### config.mk
export PLATFORM = sky130hd
export DESIGN_NAME = trigger_delay_mc
export DESIGN_NICKNAME = d
export VERILOG_FILES = /design/src/rtl/trigger_delay_pkg.sv /design/src/rtl/trigger_delay_channel.sv /design/src/rtl/trigger_delay_mc.sv
export SDC_FILE = /design/constraint.sdc
export NUM_CORES = 2
export LEC_CHECK = 0
export CAP_MARGIN = 20
export CORE_ASPECT_RATIO = 1.1
export CORE_MARGIN = 2
export CORE_UTILIZATION = 64
export DETAILED_ROUTE_END_ITERATION = 7
export PLACE_DENSITY_LB_ADDON = 0.15
export REMOVE_ABC_BUFFERS = 1
export SLEW_MARGIN = 20
export SYNTH_ARGS = -nofsm -noshare
export SYNTH_HDL_FRONTEND = slang
export SYNTH_SLANG_ARGS = --single-unit
### constraint.sdc
create_clock -name clk -period 8 [get_ports clk]
set_input_delay 1.6 -clock clk [delete_from_list [all_inputs] [get_ports clk]]
set_output_delay 1.6 -clock clk [all_outputs]
set_load 0.005 [all_outputs]
### src/rtl/trigger_delay_pkg.sv
// Shared types and register map for the multi-channel trigger delay block.
package trigger_delay_pkg;

    // Edge selection encoding held in CTRL[1:0]
    typedef enum logic [1:0] {
        EDGE_RISE = 2'b00,
        EDGE_FALL = 2'b01,
        EDGE_BOTH = 2'b10,
        EDGE_NONE = 2'b11
    } edge_t;

    // Per-channel register offsets (low three address bits)
    localparam logic [2:0] REG_DELAY   = 3'd0;
    localparam logic [2:0] REG_WIDTH   = 3'd1;
    localparam logic [2:0] REG_CTRL    = 3'd2;
    localparam logic [2:0] REG_STATUS  = 3'd3;
    localparam logic [2:0] REG_LAST_TS = 3'd4;

    // CTRL bit positions
    localparam int CTRL_EDGE_LSB  = 0;
    localparam int CTRL_EDGE_MSB  = 1;
    localparam int CTRL_ENABLE    = 2;
    localparam int CTRL_CLR_COUNT = 3;
    localparam int CTRL_CLR_OVF   = 4;

    // STATUS field positions
    localparam int STAT_COUNT_LSB = 0;
    localparam int STAT_COUNT_MSB = 15;
    localparam int STAT_OVF       = 16;
    localparam int STAT_OCC_LSB   = 20;
    localparam int STAT_OCC_MSB   = 23;

    // Edge detector for the selected edge type
    function automatic logic edge_hit(input edge_t sel, input logic cur, input logic prev);
        logic hit;
        case (sel)
            EDGE_RISE: hit = cur & ~prev;
            EDGE_FALL: hit = ~cur & prev;
            EDGE_BOTH: hit = cur ^ prev;
            EDGE_NONE: hit = 1'b0;
            default:   hit = 1'b0;
        endcase
        return hit;
    endfunction

endpackage

### src/rtl/trigger_delay_channel.sv
// One trigger delay channel: input synchroniser, edge detect, pending-target
// queue, pulse generator and the channel's register file.
// Optional build macro: TRIG_DELAY_TIMESTAMP_EN adds the LAST_TS register.
// DELAY_W must not exceed 32 (registers are loaded from the 32-bit write bus).
module trigger_delay_channel
    import trigger_delay_pkg::*;
#(
    parameter int DELAY_W     = 32,
    parameter int QUEUE_DEPTH = 4,
    parameter int SYNC_STAGES = 3
) (
    input  logic               i_clk,
    input  logic               i_rst_n,
    input  logic               i_trig,
    input  logic               i_soft,
    input  logic [DELAY_W-1:0] i_timebase,
    input  logic               i_we,
    input  logic [2:0]         i_reg,
    input  logic [31:0]        i_wdata,
    output logic [31:0]        o_rdata,
    output logic               o_trig,
    output logic               o_ovf
);

    localparam int                 PTR_W = $clog2(QUEUE_DEPTH);
    localparam logic [DELAY_W-1:0] ONE   = DELAY_W'(1);
    localparam logic [PTR_W:0]     DEPTH = (PTR_W+1)'(QUEUE_DEPTH);

    logic [SYNC_STAGES-1:0] r_sync;
    logic                   r_sync_d;
    logic [DELAY_W-1:0]     r_delay;
    logic [DELAY_W-1:0]     r_width;
    edge_t                  r_edge;
    logic                   r_enable;
    logic [15:0]            r_count;
    logic                   r_ovf;
    logic [DELAY_W-1:0]     r_queue [QUEUE_DEPTH];
    logic [PTR_W:0]         r_rd_ptr;
    logic [PTR_W:0]         r_wr_ptr;
    logic                   r_trig;
    logic [DELAY_W-1:0]     r_width_cnt;

    logic [DELAY_W-1:0] w_tb_next;
    logic [DELAY_W-1:0] w_target;
    logic [DELAY_W-1:0] w_eff_width;
    logic [PTR_W:0]     w_occ;
    logic               w_empty;
    logic               w_full;
    logic               w_wr_delay;
    logic               w_wr_width;
    logic               w_wr_ctrl;
    logic               w_ep;
    logic               w_accept;
    logic               w_bypass;
    logic               w_push_req;
    logic               w_pop;
    logic               w_push;
    logic               w_drop;
    logic               w_fire;

    // trig_out is registered, so the fire decision is taken one cycle ahead by
    // comparing the queue head against next cycle's timebase. A zero delay
    // cannot go through the queue at all and fires straight from the edge.
    assign w_tb_next   = i_timebase + ONE;
    assign w_target    = i_timebase + r_delay + ONE;
    assign w_eff_width = (r_width == '0) ? ONE : r_width;
    assign w_occ       = r_wr_ptr - r_rd_ptr;
    assign w_empty     = (w_occ == '0);
    assign w_full      = (w_occ == DEPTH);
    assign w_wr_delay  = i_we && (i_reg == REG_DELAY);
    assign w_wr_width  = i_we && (i_reg == REG_WIDTH);
    assign w_wr_ctrl   = i_we && (i_reg == REG_CTRL);
    assign w_ep        = edge_hit(r_edge, r_sync[SYNC_STAGES-1], r_sync_d) | i_soft;
    // An edge coinciding with a DELAY write is discarded along with the flush
    assign w_accept    = w_ep & r_enable & ~w_wr_delay;
    assign w_bypass    = w_accept & (r_delay == '0);
    assign w_push_req  = w_accept & (r_delay != '0);
    assign w_pop       = ~w_empty && (r_queue[r_rd_ptr[PTR_W-1:0]] == w_tb_next);
    assign w_push      = w_push_req & (~w_full | w_pop);
    assign w_drop      = w_push_req & w_full & ~w_pop;
    assign w_fire      = w_pop | w_bypass;
    assign o_trig      = r_trig;
    assign o_ovf       = r_ovf;

    // Input synchroniser plus one delayed copy for edge detection
    always_ff @(posedge i_clk or negedge i_rst_n) begin
        if (!i_rst_n) begin
            r_sync   <= '0;
            r_sync_d <= 1'b0;
        end else begin
            r_sync   <= {r_sync[SYNC_STAGES-2:0], i_trig};
            r_sync_d <= r_sync[SYNC_STAGES-1];
        end
    end

    // Configuration registers, edge counter and sticky overflow flag
    always_ff @(posedge i_clk or negedge i_rst_n) begin
        if (!i_rst_n) begin
            r_delay  <= '0;
            r_width  <= ONE;
            r_edge   <= EDGE_RISE;
            r_enable <= 1'b1;
            r_count  <= 16'd0;
            r_ovf    <= 1'b0;
        end else begin
            if (w_wr_delay) begin
                r_delay <= i_wdata[DELAY_W-1:0];
            end
            if (w_wr_width) begin
                r_width <= i_wdata[DELAY_W-1:0];
            end
            if (w_wr_ctrl) begin
                r_edge   <= edge_t'(i_wdata[CTRL_EDGE_MSB:CTRL_EDGE_LSB]);
                r_enable <= i_wdata[CTRL_ENABLE];
            end
            if (w_wr_ctrl && i_wdata[CTRL_CLR_COUNT]) begin
                r_count <= 16'd0;
            end else if (w_ep) begin
                r_count <= r_count + 16'd1;
            end
            if (w_wr_ctrl && i_wdata[CTRL_CLR_OVF]) begin
                r_ovf <= 1'b0;
            end else if (w_drop) begin
                r_ovf <= 1'b1;
            end
        end
    end

    // Pending-target queue; a DELAY write empties it
    always_ff @(posedge i_clk or negedge i_rst_n) begin
        if (!i_rst_n) begin
            r_rd_ptr <= '0;
            r_wr_ptr <= '0;
            for (int i = 0; i < QUEUE_DEPTH; i++) begin
                r_queue[i] <= '0;
            end
        end else if (w_wr_delay) begin
            r_rd_ptr <= '0;
            r_wr_ptr <= '0;
        end else begin
            if (w_push) begin
                r_queue[r_wr_ptr[PTR_W-1:0]] <= w_target;
                r_wr_ptr <= r_wr_ptr + (PTR_W+1)'(1);
            end
            if (w_pop) begin
                r_rd_ptr <= r_rd_ptr + (PTR_W+1)'(1);
            end
        end
    end

    // Pulse generator; a fire during an active pulse reloads the width counter
    always_ff @(posedge i_clk or negedge i_rst_n) begin
        if (!i_rst_n) begin
            r_trig      <= 1'b0;
            r_width_cnt <= '0;
        end else if (w_fire) begin
            r_trig      <= 1'b1;
            r_width_cnt <= w_eff_width - ONE;
        end else if (r_trig) begin
            if (r_width_cnt == '0) begin
                r_trig <= 1'b0;
            end else begin
                r_width_cnt <= r_width_cnt - ONE;
            end
        end
    end

`ifdef TRIG_DELAY_TIMESTAMP_EN
    logic [DELAY_W-1:0] r_last_ts;

    // Timebase of the cycle in which the most recent pulse starts
    always_ff @(posedge i_clk or negedge i_rst_n) begin
        if (!i_rst_n) begin
            r_last_ts <= '0;
        end else if (w_fire) begin
            r_last_ts <= w_tb_next;
        end
    end
`endif

    // Register readback for the addressed offset
    always_comb begin
        o_rdata = 32'd0;
        case (i_reg)
            REG_DELAY:  o_rdata = 32'(r_delay);
            REG_WIDTH:  o_rdata = 32'(r_width);
            REG_CTRL: begin
                o_rdata[CTRL_EDGE_MSB:CTRL_EDGE_LSB] = r_edge;
                o_rdata[CTRL_ENABLE]                 = r_enable;
            end
            REG_STATUS: begin
                o_rdata[STAT_COUNT_MSB:STAT_COUNT_LSB] = r_count;
                o_rdata[STAT_OVF]                      = r_ovf;
                o_rdata[STAT_OCC_MSB:STAT_OCC_LSB]     = 4'(w_occ);
            end
`ifdef TRIG_DELAY_TIMESTAMP_EN
            REG_LAST_TS: o_rdata = 32'(r_last_ts);
`endif
            default:    o_rdata = 32'd0;
        endcase
    end

endmodule

### src/rtl/trigger_delay_mc.sv
// Multi-channel trigger delay: shared timebase, register address decode and
// registered read mux around NUM_CH independent channels.
// Optional build macro: TRIG_DELAY_TIMESTAMP_EN (per-channel LAST_TS at reg 4).
module trigger_delay_mc
    import trigger_delay_pkg::*;
#(
    parameter int NUM_CH      = 4,
    parameter int DELAY_W     = 32,
    parameter int QUEUE_DEPTH = 4,
    parameter int SYNC_STAGES = 3
) (
    input  logic                        clk,
    input  logic                        rst_n,
    input  logic [NUM_CH-1:0]           trig_in,
    input  logic [NUM_CH-1:0]           soft_trig,
    output logic [NUM_CH-1:0]           trig_out,
    input  logic                        cfg_we,
    input  logic                        cfg_re,
    input  logic [$clog2(NUM_CH)+2:0]   cfg_addr,
    input  logic [31:0]                 cfg_wdata,
    output logic [31:0]                 cfg_rdata,
    output logic                        cfg_rvalid,
    output logic [NUM_CH-1:0]           ovf
);

    localparam int CH_W = (NUM_CH > 1) ? $clog2(NUM_CH) : 1;

    logic [DELAY_W-1:0] r_timebase;
    logic [31:0]        r_rdata;
    logic               r_rvalid;

    logic [CH_W-1:0]    w_ch;
    logic               w_ch_ok;
    logic [NUM_CH-1:0]  w_we;
    logic [31:0]        w_ch_rdata [NUM_CH];
    logic [31:0]        w_rd_mux;

    generate
        if (NUM_CH > 1) begin : g_multi
            assign w_ch = cfg_addr[$clog2(NUM_CH)+2:3];
        end else begin : g_single
            assign w_ch = 1'b0;
        end
    endgenerate

    assign w_ch_ok    = (32'(w_ch) < 32'(NUM_CH));
    assign cfg_rdata  = r_rdata;
    assign cfg_rvalid = r_rvalid;

    // Free-running timebase shared by all channels
    always_ff @(posedge clk or negedge rst_n) begin
        if (!rst_n) begin
            r_timebase <= '0;
        end else begin
            r_timebase <= r_timebase + DELAY_W'(1);
        end
    end

    generate
        for (genvar g = 0; g < NUM_CH; g++) begin : g_chan
            assign w_we[g] = cfg_we & w_ch_ok & (w_ch == CH_W'(g));

            trigger_delay_channel #(
                .DELAY_W     (DELAY_W),
                .QUEUE_DEPTH (QUEUE_DEPTH),
                .SYNC_STAGES (SYNC_STAGES)
            ) u_chan (
                .i_clk      (clk),
                .i_rst_n    (rst_n),
                .i_trig     (trig_in[g]),
                .i_soft     (soft_trig[g]),
                .i_timebase (r_timebase),
                .i_we       (w_we[g]),
                .i_reg      (cfg_addr[2:0]),
                .i_wdata    (cfg_wdata),
                .o_rdata    (w_ch_rdata[g]),
                .o_trig     (trig_out[g]),
                .o_ovf      (ovf[g])
            );
        end
    endgenerate

    // Select the addressed channel's readback; absent channels read zero
    always_comb begin
        w_rd_mux = 32'd0;
        if (w_ch_ok) begin
            w_rd_mux = w_ch_rdata[w_ch];
        end else begin
            w_rd_mux = 32'd0;
        end
    end

    // Registered read port: data captured on the strobe, valid one cycle later
    always_ff @(posedge clk or negedge rst_n) begin
        if (!rst_n) begin
            r_rdata  <= 32'd0;
            r_rvalid <= 1'b0;
        end else begin
            r_rvalid <= cfg_re;
            if (cfg_re) begin
                r_rdata <= w_rd_mux;
            end
        end
    end

endmodule

==> out/results.tsv <==
metric	value	unit
initial drt markers	5546	
final core occ	71.1	%
hold crit path type	register to register	
MaxCap Viol Count	0	
yosys warns	0	
hold slack	0.348	ns
RSZ-0062 raised after global routing	no	
P_leak	30.7	nW
starting density of the core	64.6	%
Tightest Pin Transition	1.37	ns
synthesized area	61800	um2
total CTS buffers	112	
placed instance area	63900	um2
Avg WL per Cell	27.8	um
Synth Register Bits	1085	
fill count	6861	
critical path buffer and inverter count	0	
CTS H-tree depth	3	
crit share post-route	88.8	%
clk_skew	0.0429	ns
CTS tree	done	
largest net degree at the start of global routing	181	
crit path max-delay cell type	dfrtp_1	
Setup WS pre-CTS	1.02	ns
Syn Area/Cell	10.9	um2
min Tclk post-route	7.10	ns
critical path type	register to register	
drt pass-1 iters	8	
# clock sinks	1085	
total grt overflow	0	
largest stage delay on the critical path	0.77	ns
crit path max fanout	13	
IO Pins	90	
CP top delay family	simple AND/OR/NAND/NOR gates	
GPL Wtd Cong	1.07	
Post-route DRC	0	
Synth cell types	97	
Routed WL	197000	um
Worst Setup Start Kind	register	
antenna violations before repair	6	
Max Clock Freq	141	MHz
slew margin rel.	8.49	%
nets	5934	
CTS root buffer	clkbuf_16	
Final Max Slew Viols	0	
Final Cell Area	68000	um2
Top cell by count, worst path	mux2i_1	
Die ar.	99100	um2
layout cells sized above 1	19.6	%
FFs w/ async S/R, synth	100	%
register area	27200	um2
Multi-input gate area	33200	um2
Placed Instances	6867	
setup ws final	0.896	ns
vias per cell	6.62	
Die W	300	um
Setup Total Neg Slack	0	ns
Final Hold Viols	0	
crit path cell chain	ha_1, nand4_1, nor4_4, and3_1, xnor3_1, o2111ai_1, nor4_2, a31oi_4, mux2i_1, ha_1, nand2_1, or3_1, or3_1, or2_2, nor3_1, nand2_1, mux2i_1, nand3_1, xor2_1, mux2i_1	
vias in the first global route	45700	
Clk pin slew, worst setup/hold paths	0.07	ns
postcts setup bufs	0	
area growth from synthesis to final layout	10.1	%
total power	22.0	mW
ANT nets after route	0	
Worst Setup End Kind	register	
peak supply drop	0.253	mV
EDFF count, synth	0	
overall global routing resource usage	39.9	%
Core Region	95700	um2
CTS Hold Buffers Added	0	
critical path arrival	7.71	ns
# setup viols final	0	
port buffer count	89	
via count	46900	
CTS max path bufs	3	
Final Non-Filler Cells	7080	
first-pass GRT wire length	293000	um
synthesized instance count	5694	
sequential fraction of the synthesis area	43.9	%
status	completed	
Skew-Pair Late Insertion Delay	0.74	ns
Power Density	324	nW/um2
post-DP HPWL	144000	um
Die Y	330	um
post-CTS sizing	0	
Synth Flop Type	dfrtp_1	
Data required, critical path	8.60	ns
FP Rows	119	
-- power breakdown --
group / switching (mW) / leakage (nW) / internal, mW
logic: 4.03 / 14.7 / 3.46
registers: 1.67 / 14.0 / 7.11
clock network: 2.33 / 1.97 / 3.44
-- worst register-to-register path: cells and delay by family (launching register included) --
family                     cells  cell delay [ns]
adders and majority gates      2             0.78
muxes                          3             0.78
and+or+nand+nor               11             3.73
DFF                            1             0.77
xor gates and xnor gates       2             0.44
AOI/OAI and AO/OA              2             0.48
-- final timing paths --
check,endpoint,from,depth (start not counted),slack [ns]
min in group asynchronous,g_chan[1].u_chan.r_width_cnt[28],rst_n,1,0.88
worst max-delay path,g_chan[0].u_chan.r_width_cnt[26],r_timebase[1],20,0.90
worst min register to register,g_chan[2].u_chan.r_sync[1],g_chan[2].u_chan.r_sync[0],0,0.35
worst min-delay path,g_chan[2].u_chan.r_sync[1],g_chan[2].u_chan.r_sync[0],0,0.35
worst max register to register,g_chan[0].u_chan.r_width_cnt[26],r_timebase[1],20,0.90
max in group asynchronous,g_chan[2].u_chan.r_width[9],rst_n,3,5.42
-- layer usage --
metal,track usage [%],share of wire [%],vias up
met5,0,0.0041,-
met4,25.4,7.6,2
met3,8.22,10,573
met2,59.7,44,2381
met1,53.4,38,23400
li1,-,-,20500
-- state kept, by name, indices dropped and copies added (netlist names) --
| name | cells |
|---|---|
| g_chan.u_chan.r_queue | 512 |
| g_chan.u_chan.r_delay | 128 |
| g_chan.u_chan.r_width | 128 |
| g_chan.u_chan.r_width_cnt | 128 |
| g_chan.u_chan.r_count | 64 |
| cfg_rdata | 32 |
| r_timebase | 32 |
| g_chan.u_chan.r_rd_ptr | 12 |
| g_chan.u_chan.r_sync | 12 |
| g_chan.u_chan.r_wr_ptr | 12 |
| g_chan.u_chan.r_edge | 8 |
| g_chan.u_chan.o_ovf | 4 |
| g_chan.u_chan.o_trig | 4 |
| g_chan.u_chan.r_enable | 4 |
| g_chan.u_chan.r_sync_d | 4 |
| cfg_rvalid | 1 |
-- layout by cell type, fill, tap and decap left out, drive strengths merged, types with 96 or more instances in the layout --
master,count
clkbuf,156
nor2,499
ha,165
o21ai,241
nor4,105
mux2,620
a21oi,258
nor3,154
inv,116
xnor2,278
mux4,151
nand3,96
dfrtp,1077
mux2i,136
nand2,541
buf,96
xor2,217
-- layout make-up --
| type | count | share of cell area, % |
|---|---|---|
| antenna | 3 | 0.0110 |
| sequential | 1085 | 39.9 |
| clock inverter | 53 | 1.23 |
| multi-input combinational | 4223 | 48.7 |
| timing repair buffer | 180 | 2.42 |
| inverter | 110 | 0.607 |
| tap | 1270 | 2.34 |
| clock buffer | 156 | 4.75 |
-- Yosys cell counts (15+ instances only) --
cell type  instances  area (um2)
a211oi_1          19         143
a21o_1            37         278
a21oi_1          257        1290
a22oi_1           33         248
a31oi_1           21         131
and2_1            27         169
and3_1            40         250
buf_1             37         139
buf_2             46         230
buf_4             21         158
clkbuf_1         163         612
dfrtp_1         1077       27000
ha_1             165        2060
inv_1            110         413
mux2_2           588        6620
mux2_4            24         360
mux2i_1          136        1360
mux4_2           151        3400
nand2_1          538        2020
nand2b_1          44         275
nand3_1           95         475
nand4_1           61         382
nor2_1           499        1870
nor2b_1           29         181
nor3_1           153         766
nor3b_1           15         113
nor4_1            97         607
o211ai_1          19         143
o21a_1            33         248
o21ai_0          232        1160
o21bai_1          17         128
o22ai_1           36         225
or2_2             18         113
or3_1             65         407
or4_1             25         188
xnor2_1          278        2430
xnor3_1           40         901
xor2_1           217        1900
-- cell families after synthesis --
| group | after synthesis | synth area share, % |
|---|---|---|
| buffers and inverters | 386 | 2.65 |
| adder cells (fa/ha/maj) | 173 | 3.60 |
| AO/OA/AOI/OAI | 830 | 8.30 |
| XOR/XNOR | 539 | 8.63 |
| multiplexers | 907 | 19.1 |
| AND/OR/NAND/NOR | 1774 | 13.7 |
| flip-flops | 1085 | 43.9 |
Power figures use the tool's default switching activity.
